## config.mk

```make
export PLATFORM = sky130hd
export DESIGN_NAME = verilog_lexer
export DESIGN_NICKNAME = d
export VERILOG_FILES = /design/src/rtl/verilog_lexer.sv
export SDC_FILE = /design/constraint.sdc
export NUM_CORES = 1
export LEC_CHECK = 0
export ABC_AREA = 1
export CELL_PAD_IN_SITES_DETAIL_PLACEMENT = 0
export CELL_PAD_IN_SITES_GLOBAL_PLACEMENT = 1
export CORE_MARGIN = 8
export CORE_UTILIZATION = 40
export CTS_CLUSTER_DIAMETER = 50
export DETAILED_ROUTE_END_ITERATION = 6
export GPL_ROUTABILITY_DRIVEN = 0
export PLACE_DENSITY_LB_ADDON = 0.1
export REMOVE_ABC_BUFFERS = 1
export SETUP_SLACK_MARGIN = 0.05
export SYNTH_ARGS = -nofsm -noshare
export SYNTH_HDL_FRONTEND = slang
export SYNTH_SLANG_ARGS = --single-unit
```

## constraint.sdc

```tcl
create_clock -name clk -period 5.3 [get_ports clk]
set_input_delay 0.53 -clock clk [delete_from_list [all_inputs] [get_ports clk]]
set_output_delay 0.53 -clock clk [all_outputs]
set_load 0.02 [all_outputs]
```

## src/rtl/verilog_lexer.sv

```systemverilog
// Streaming lexer: splits an ASCII byte stream into WORD/NUMBER/PUNCT/DIRECTIVE/EOS/ERROR
// tokens, one input byte per cycle inside a token, with a ready/valid handshake on both sides.
module verilog_lexer #(
  parameter int unsigned MAX_LEN = 16,
  parameter int unsigned LINE_W  = 16
) (
  input  logic                   clk,
  input  logic                   rst_n,
  input  logic                   in_valid,
  output logic                   in_ready,
  input  logic [7:0]             in_data,
  input  logic                   in_last,
  output logic                   tok_valid,
  input  logic                   tok_ready,
  output logic [2:0]             tok_class,
  output logic [4:0]             tok_len,
  output logic [8*MAX_LEN-1:0]   tok_text,
  output logic [LINE_W-1:0]      tok_line,
  output logic                   tok_trunc
);

  localparam int unsigned LEN_W  = 5;
  localparam int unsigned TEXT_W = 8 * MAX_LEN;

  localparam logic [2:0] CLS_WORD   = 3'd0;
  localparam logic [2:0] CLS_NUMBER = 3'd1;
  localparam logic [2:0] CLS_PUNCT  = 3'd2;
  localparam logic [2:0] CLS_DIR    = 3'd3;
  localparam logic [2:0] CLS_EOS    = 3'd4;
  localparam logic [2:0] CLS_ERROR  = 3'd5;

  localparam logic [2:0] CH_LETTER = 3'd0;
  localparam logic [2:0] CH_DIGIT  = 3'd1;
  localparam logic [2:0] CH_DOLLAR = 3'd2;
  localparam logic [2:0] CH_HASH   = 3'd3;
  localparam logic [2:0] CH_SPACE  = 3'd4;
  localparam logic [2:0] CH_NL     = 3'd5;
  localparam logic [2:0] CH_PUNCT  = 3'd6;
  localparam logic [2:0] CH_ERR    = 3'd7;

  typedef enum logic [1:0] {S_IDLE, S_ACCUM, S_EMIT, S_EMIT_PEND} state_e;

  // '$' gets its own class: it continues a token but opens a PUNCT token on its own.
  function automatic logic [2:0] char_class(input logic [7:0] b);
    logic [2:0] c;
    if ((b >= 8'h61 && b <= 8'h7a) || (b >= 8'h41 && b <= 8'h5a) || b == 8'h5f) c = CH_LETTER;
    else if (b >= 8'h30 && b <= 8'h39)                  c = CH_DIGIT;
    else if (b == 8'h24)                                c = CH_DOLLAR;
    else if (b == 8'h23)                                c = CH_HASH;
    else if (b == 8'h20 || b == 8'h09 || b == 8'h0d)    c = CH_SPACE;
    else if (b == 8'h0a)                                c = CH_NL;
    else if (b >= 8'h21 && b <= 8'h7e)                  c = CH_PUNCT;
    else                                                c = CH_ERR;
    return c;
  endfunction

  state_e                state_q, state_d;
  logic                  in_ready_q, in_ready_d;
  logic                  tok_valid_q, tok_valid_d;
  logic [2:0]            tok_class_q, tok_class_d;
  logic [LEN_W-1:0]      tok_len_q, tok_len_d;
  logic [TEXT_W-1:0]     tok_text_q, tok_text_d;
  logic [LINE_W-1:0]     tok_line_q, tok_line_d;
  logic                  tok_trunc_q, tok_trunc_d;
  logic [LINE_W-1:0]     line_q, line_d;
  logic [7:0]            pend_q, pend_d;
  logic                  pend_vld_q, pend_vld_d;
  logic                  eos_q, eos_d;
  logic                  load_eos;

  logic       acc, tok_xfer, proc_en, proc_last, in_cont, pend_tok;
  logic [7:0] proc_byte;
  logic [2:0] proc_cls, in_cls, pend_cls;

  // IDLE and EMIT_PEND share the token-start rules; EMIT_PEND feeds the held byte instead.
  assign acc       = in_valid && in_ready_q;
  assign tok_xfer  = tok_valid_q && tok_ready;
  assign proc_en   = (state_q == S_EMIT_PEND) || (state_q == S_IDLE && acc);
  assign proc_byte = (state_q == S_EMIT_PEND) ? pend_q : in_data;
  assign proc_last = (state_q == S_EMIT_PEND) ? eos_q : in_last;
  assign proc_cls  = char_class(proc_byte);
  assign in_cls    = char_class(in_data);
  assign in_cont   = (in_cls == CH_LETTER) || (in_cls == CH_DIGIT) || (in_cls == CH_DOLLAR);
  assign pend_cls  = char_class(pend_q);
  assign pend_tok  = pend_vld_q && (pend_cls != CH_SPACE) && (pend_cls != CH_NL);

  always_ff @(posedge clk) begin
    if (!rst_n) state_q <= S_IDLE;
    else        state_q <= state_d;
  end

  always_comb begin
    state_d = state_q;
    case (state_q)
      S_IDLE, S_EMIT_PEND: begin
        if (proc_en) begin
          case (proc_cls)
            CH_LETTER, CH_DIGIT, CH_HASH: state_d = proc_last ? S_EMIT : S_ACCUM;
            CH_SPACE, CH_NL:              state_d = proc_last ? S_EMIT : S_IDLE;
            default:                      state_d = S_EMIT;
          endcase
        end
      end
      S_ACCUM: begin
        if (acc) state_d = (in_cont && !in_last) ? S_ACCUM : S_EMIT;
      end
      S_EMIT: begin
        if (tok_xfer) begin
          if (pend_tok)   state_d = S_EMIT_PEND;
          else if (eos_q) state_d = S_EMIT;
          else            state_d = S_IDLE;
        end
      end
      default: state_d = S_IDLE;
    endcase
  end

  always_comb begin
    tok_valid_d = tok_valid_q;
    tok_class_d = tok_class_q;
    tok_len_d   = tok_len_q;
    tok_text_d  = tok_text_q;
    tok_line_d  = tok_line_q;
    tok_trunc_d = tok_trunc_q;
    line_d      = line_q;
    pend_d      = pend_q;
    pend_vld_d  = pend_vld_q;
    eos_d       = eos_q;
    load_eos    = 1'b0;
    in_ready_d  = (state_d == S_IDLE) || (state_d == S_ACCUM);

    case (state_q)
      S_IDLE, S_EMIT_PEND: begin
        if (proc_en) begin
          if (state_q == S_EMIT_PEND) pend_vld_d = 1'b0;
          if (proc_cls == CH_SPACE || proc_cls == CH_NL) begin
            if (proc_cls == CH_NL) line_d = line_q + LINE_W'(1);
            if (proc_last) load_eos = 1'b1;
          end else begin
            case (proc_cls)
              CH_LETTER: tok_class_d = CLS_WORD;
              CH_DIGIT:  tok_class_d = CLS_NUMBER;
              CH_HASH:   tok_class_d = CLS_DIR;
              CH_ERR:    tok_class_d = CLS_ERROR;
              default:   tok_class_d = CLS_PUNCT;
            endcase
            tok_len_d        = LEN_W'(1);
            tok_text_d       = '0;
            tok_text_d[7:0]  = proc_byte;
            tok_line_d       = line_q;
            tok_trunc_d      = 1'b0;
            tok_valid_d      = proc_last || (proc_cls == CH_PUNCT) ||
                               (proc_cls == CH_DOLLAR) || (proc_cls == CH_ERR);
            eos_d            = proc_last;
          end
        end
      end
      S_ACCUM: begin
        if (acc) begin
          if (in_cont) begin
            for (int unsigned k = 0; k < MAX_LEN; k++) begin
              if (tok_len_q == LEN_W'(k)) tok_text_d[8*k +: 8] = in_data;
            end
            if (tok_len_q == LEN_W'(MAX_LEN)) tok_trunc_d = 1'b1;
            else                              tok_len_d   = tok_len_q + LEN_W'(1);
            if (in_last) begin
              tok_valid_d = 1'b1;
              eos_d       = 1'b1;
            end
          end else begin
            tok_valid_d = 1'b1;
            pend_d      = in_data;
            pend_vld_d  = 1'b1;
            eos_d       = in_last;
          end
        end
      end
      S_EMIT: begin
        if (tok_xfer) begin
          tok_valid_d = 1'b0;
          if (!pend_tok) begin
            pend_vld_d = 1'b0;
            if (pend_vld_q && pend_cls == CH_NL) line_d = line_q + LINE_W'(1);
            if (eos_q)                          load_eos = 1'b1;
            else if (tok_class_q == CLS_EOS)    line_d = LINE_W'(1);
          end
        end
      end
      default: ;
    endcase

    if (load_eos) begin
      tok_valid_d = 1'b1;
      tok_class_d = CLS_EOS;
      tok_len_d   = '0;
      tok_text_d  = '0;
      tok_trunc_d = 1'b0;
      tok_line_d  = line_d;
      eos_d       = 1'b0;
    end
  end

  always_ff @(posedge clk) begin
    if (!rst_n) begin
      in_ready_q  <= 1'b0;
      tok_valid_q <= 1'b0;
      tok_class_q <= '0;
      tok_len_q   <= '0;
      tok_text_q  <= '0;
      tok_line_q  <= '0;
      tok_trunc_q <= 1'b0;
      line_q      <= LINE_W'(1);
      pend_q      <= '0;
      pend_vld_q  <= 1'b0;
      eos_q       <= 1'b0;
    end else begin
      in_ready_q  <= in_ready_d;
      tok_valid_q <= tok_valid_d;
      tok_class_q <= tok_class_d;
      tok_len_q   <= tok_len_d;
      tok_text_q  <= tok_text_d;
      tok_line_q  <= tok_line_d;
      tok_trunc_q <= tok_trunc_d;
      line_q      <= line_d;
      pend_q      <= pend_d;
      pend_vld_q  <= pend_vld_d;
      eos_q       <= eos_d;
    end
  end

  assign in_ready  = in_ready_q;
  assign tok_valid = tok_valid_q;
  assign tok_class = tok_class_q;
  assign tok_len   = tok_len_q;
  assign tok_text  = tok_text_q;
  assign tok_line  = tok_line_q;
  assign tok_trunc = tok_trunc_q;

endmodule
```

# After elaboration in Yosys (flattened, before gate mapping)
# Index checks and enable logic that the tools add are counted.
[op_classes] shifts=0 div=0 order_cmp=24 multipliers=0 n_addsub=2 n_mux=111 n_eq_ne=87 bitwise_logic=3 reduce_logical=76
[op_table] cell="$mux W128" count=4
[op_table] cell="$pmux W128 S2" count=1
[op_table] cell="$mux W16" count=12
[op_table] cell="$mux W8" count=17
[op_table] cell="$reduce_and A6 Y1" count=19
[op_table] cell="$eq A8 B4 Y1 const B" count=9
[op_table] cell="$eq A8 B6 Y1 const B" count=9
[op_table] cell="$le A8 B7 Y1 const B" count=9
[op_table] cell="$ne A2 B2 Y1 const B" count=27
[op_table] cell="$ge A8 B6 Y1 const B" count=6
[op_table] cell="$ge A8 B7 Y1 const B" count=6
[op_table] cell="$mux W3" count=16
[op_table] cell="$eq A5 B4 Y1 const B" count=8
[op_table] cell="$mux W1" count=32
[op_table] cell="$pmux W16 S2" count=1
[op_table] cell="$mux W2" count=14
[op_table] cell="$mux W5" count=5
[op_table] cell="$eq A8 B7 Y1 const B" count=3
[op_table] cell="$le A8 B6 Y1 const B" count=3
[op_table] cell="$ne A3 B3 Y1 const B" count=7
[op_table] cell="$eq A5 B3 Y1 const B" count=4
[op_table] cell="$logic_or A1 B1 Y1" count=20
[op_table] cell="$logic_and A1 B1 Y1" count=19
[op_table] cell="$eq A3 B3 Y1 const B" count=6
[op_table] cell="other kinds (26)" count=46
[word_totals] rom_bits=0 ff_bits=183 ramBits=0 in_bits=13 latch_bits=0 memories=0

# Logic depth before layout (Yosys ltp)
[depth] depth_word=19 mapped_depth=18 depth_no_buf=17

# Worst setup path before layout
# Ideal clock, no wire load.
[synth_timing] path_kind="reg-to-reg" start="reg (tool-made name)" end="reg tok_class_q[0] (netlist: tok_class[0])" path_stages_with_launch=16 arrival_time_ns=2.065 synth_period_minus_slack_ns=2.181 path_slack_ns=3.119 path_buffers=3 path_cell_list="dfxtp_1 > ha_1 > buf_4 > nand2_1 > nand2_2 > nand2_2 > nor2_1 > nand2_2 > nand3_4 > nand2_2 > nand2_4 > nand2_4 > nand2_4 > buf_6 > buf_4 > nor2_1"
[synth_rtl] element="to (signal assigned)" line_no="219" source="tok_class_q <= tok_class_d;"
[synth_rtl] element="to (decl)" line_no="60" source="logic [2:0] tok_class_q, tok_class_d;"

==> results.cfg <==
[outcome]
status = finished, final reports clean

[detailed_routing]
drc = 0
viasPerCell = 5.17
drt_iter0_markers = 769
ant_nets = 0
via_count = 9091
wl_per_cell_um = 16.6
firstDrtPassIters = 5
drt_wl_total_mm = 29.2

[floorplanning]
dieArea_um2 = 28100
die_w_um = 168
core_area_um2 = 22600
num_io_pins = 168
start_util = 0.407
die-height_um = 168
rows = 55

[logic_synthesis]
synth_top_area_frac = 0.398
synth_seq_cells = 183
synth_common_cells = nand2_1 (363), dfxtp_1 (183), nand3_1 (162)
ys_seq_area_frac = 0.398
synth_area_um2 = 9200
ys_warn_count = 0
synthTopCellsByArea = dfxtp_1 (40%), nand2_1 (15%), nand3_1 (8.8%)
synth.most_common_cell = nand2_1
synth_largest_area_cell = dfxtp_1
ys_types = 36
ys_async_sr_fraction = 0
synth_edf_count = 0
syn_avg_cell_area_um2 = 6.87
syn-instance-count = 1338
synth_ff_type = dfxtp_1

[worst_hold_path]
min_to = tok_text[95]$_SDFFE_PP0P_
hold-path-cell-count = 2
hp-class = flop to flop
min_from = tok_text[95]$_SDFFE_PP0P_

[global_route]
grt_pass1_wl_mm = 47.2
grt_pass1_vias = 8582
grt_start_max_net_pins = 78
gr-total-overflow = 0
antenna_found_initial = 0
track_usage = 0.204

[sta]
relSlewSlack = 0.336
setup_viol = 0
rsz0062_at_grt = false
setup_tns_ps = 0
finalClockSkew_ps = 10.2
finalCriticalPeriod_ps = 3680
worstMarginPinSlew_ps = 988
max_freq_mhz = 272
min_period_over_period = 0.695
hold_violations = 0
slew_violations = 0

[cells_and_area]
finalInstanceArea_um2 = 11500
utilization = 0.509
fin_nets = 1487
fillers = 2318
n_antenna_cell = 0
drive_above_1_share = 0.0590
area_delta_synth_final_pct = 25.0

[power_and_ir_drop]
combPwrFrac = 0.302
power_density_nw_per_um2 = 351
peakVddDrop_uv = 204
seq_power_share = 0.379
p_sw_w = 0.00156
clkPwrFrac = 0.319
switching_share = 0.387
p_int_w = 0.00248
power_leakage_nw = 4.39

[cts]
cts_sinks = 183
clk_pin_slew_ps = 70
cts_setup_buffers = 0
clk_latency_ps = 430
ctsResizeCount = 0
ctsHtreeMaxLevel = 4
cts_hold_buffers = 0
cts_buffers = 17
cts-root-buf = clkbuf_16
cts_buffer_depth = 2
cts_tree = done

[setup_path]
slowest_stage = nand2_4
slowest_delay_ps = 550
worst-setup-path-type = flop to flop
worstPathRequired_ps = 5600
rr_endpoint = tok_class[0]$_SDFFE_PP0P_
r2r_slack_ps = 1620
crit_fanout = 77
end_kind = flop
worstSetupStartpointType = flop
critPathArrivalTime_ps = 3980
reg2reg_depth = 15
path_delay_family = simple AND/OR/NAND/NOR gates
path_buf_inv = 3
worstPathCellList = ha_1 -> inv_2 -> nand2_1 -> nand2_1 -> inv_1 -> nand2_1 -> nor2_1 -> nand2_2 -> nand3_4 -> nand2_2 -> nand2_4 -> nand2_4 -> nand2_4 -> buf_12 -> nor2_1

[placed_design]
hpwl_mm = 20.4
placed_area_um2 = 10900
port_buffers = 167

[run]
maxCapViolations = 0
worst min-delay path: stages (launching register included):
cell     delay, ps
dfxtp_1        310
nand2_1         60
nor2_1          30
state kept, by name, indices dropped and copies added, names as in the netlist, named ones only:
register    count
tok_text      128
line_q         16
tok_line       16
pend_q          8
tok_len         5
tok_class       3
eos_q           1
in_ready        1
pend_vld_q      1
state_q         1
tok_trunc       1
tok_valid       1
layout by cell type, fill, tap and decap left out, types with 3 or more instances in the layout:
cell | Yosys | routed
a211oi_1 | 3 | 3
a21oi_1 | 158 | 158
buf_4 | 8 | 6
clkbuf_16 | 0 | 17
clkdlybuf4s50_1 | 0 | 167
clkinvlp_4 | 0 | 3
dfxtp_1 | 183 | 183
ha_1 | 11 | 11
inv_1 | 104 | 104
inv_2 | 4 | 4
inv_8 | 0 | 4
nand2_1 | 363 | 363
nand2_2 | 12 | 11
nand2_4 | 4 | 5
nand3_1 | 162 | 162
nand4_1 | 28 | 28
nor2_1 | 96 | 96
nor2_2 | 8 | 8
nor2_4 | 3 | 3
nor3_1 | 11 | 11
nor3_2 | 3 | 3
nor3_4 | 4 | 4
o211ai_1 | 23 | 23
o21ai_0 | 57 | 57
o21ai_1 | 7 | 7
o21ai_2 | 4 | 4
xor2_1 | 11 | 11
metal layers:
layer  track usage  up-vias  share of wire
met5             0        -              0
met1         0.268     4182           0.47
met4        0.0532        0          0.014
met2         0.341      206           0.47
met3        0.0353       29          0.046
li1              -     4674              -
power by group through the flow:
stage                     clock (W)  sequential (W)  combinational (W)
final                       0.00129         0.00153            0.00122
after global routing        0.00137         0.00154            0.00136
after CTS                   0.00131         0.00153            0.00122
after global placement            0         0.00156            0.00122
after detailed placement          0         0.00156            0.00122
after floorplan                   0         0.00161           0.000741
per-stage QoR:
step	worst slack (ps)	instances	total power [W]	hold slack, ps
6_report	1620	1760	0.00404	439
5_1_grt	1230	1760	0.00427	459
3_3_place_gp	1660	1729	0.00278	427
3_5_place_dp	1610	1729	0.00278	431
4_1_cts	1630	1760	0.00406	441
2_1_floorplan	1830	1270	0.00235	443
final cells by class:
type,count,area [µm²],area share
repair buffers,174,1740,0.151
clock inverters,14,165,0.0144
multi-input cells,976,4730,0.411
clock buffers,17,425,0.0370
well taps,285,357,0.0310
inverters,111,422,0.0367
flip-flops and latches,183,3660,0.319
how the worst max path moves through the flow:
stage | start | to | slack, ps | depth (start not counted)
after floorplan | flop | tok_text[120]$_SDFFE_PP0P_ | 1830 | 14
after global placement | in_data[5] | tok_len[1]$_SDFFE_PP0P_ | 1660 | 12
after detailed placement | in_data[5] | tok_len[4]$_SDFFE_PP0P_ | 1610 | 12
after CTS | flop | tok_len[4]$_SDFFE_PP0P_ | 1630 | 15
after global routing | flop | tok_len[1]$_SDFFE_PP0P_ | 1230 | 15
final | flop | tok_class[0]$_SDFFE_PP0P_ | 1620 | 15
logic make-up (layout without fill, tap and decap cells):
| group | Yosys count | in the layout | share of synthesized area |
|---|---|---|---|
| and+or+nand+nor | 698 | 698 | 0.339 |
| buffers and inverters | 179 | 316 | 0.0879 |
| AOI/OAI and AO/OA | 255 | 255 | 0.148 |
| adders and majority gates | 11 | 11 | 0.0150 |
| xor gates and xnor gates | 12 | 12 | 0.0114 |
| DFF | 183 | 183 | 0.398 |
Note: power is estimated with default switching activity, not from simulation.
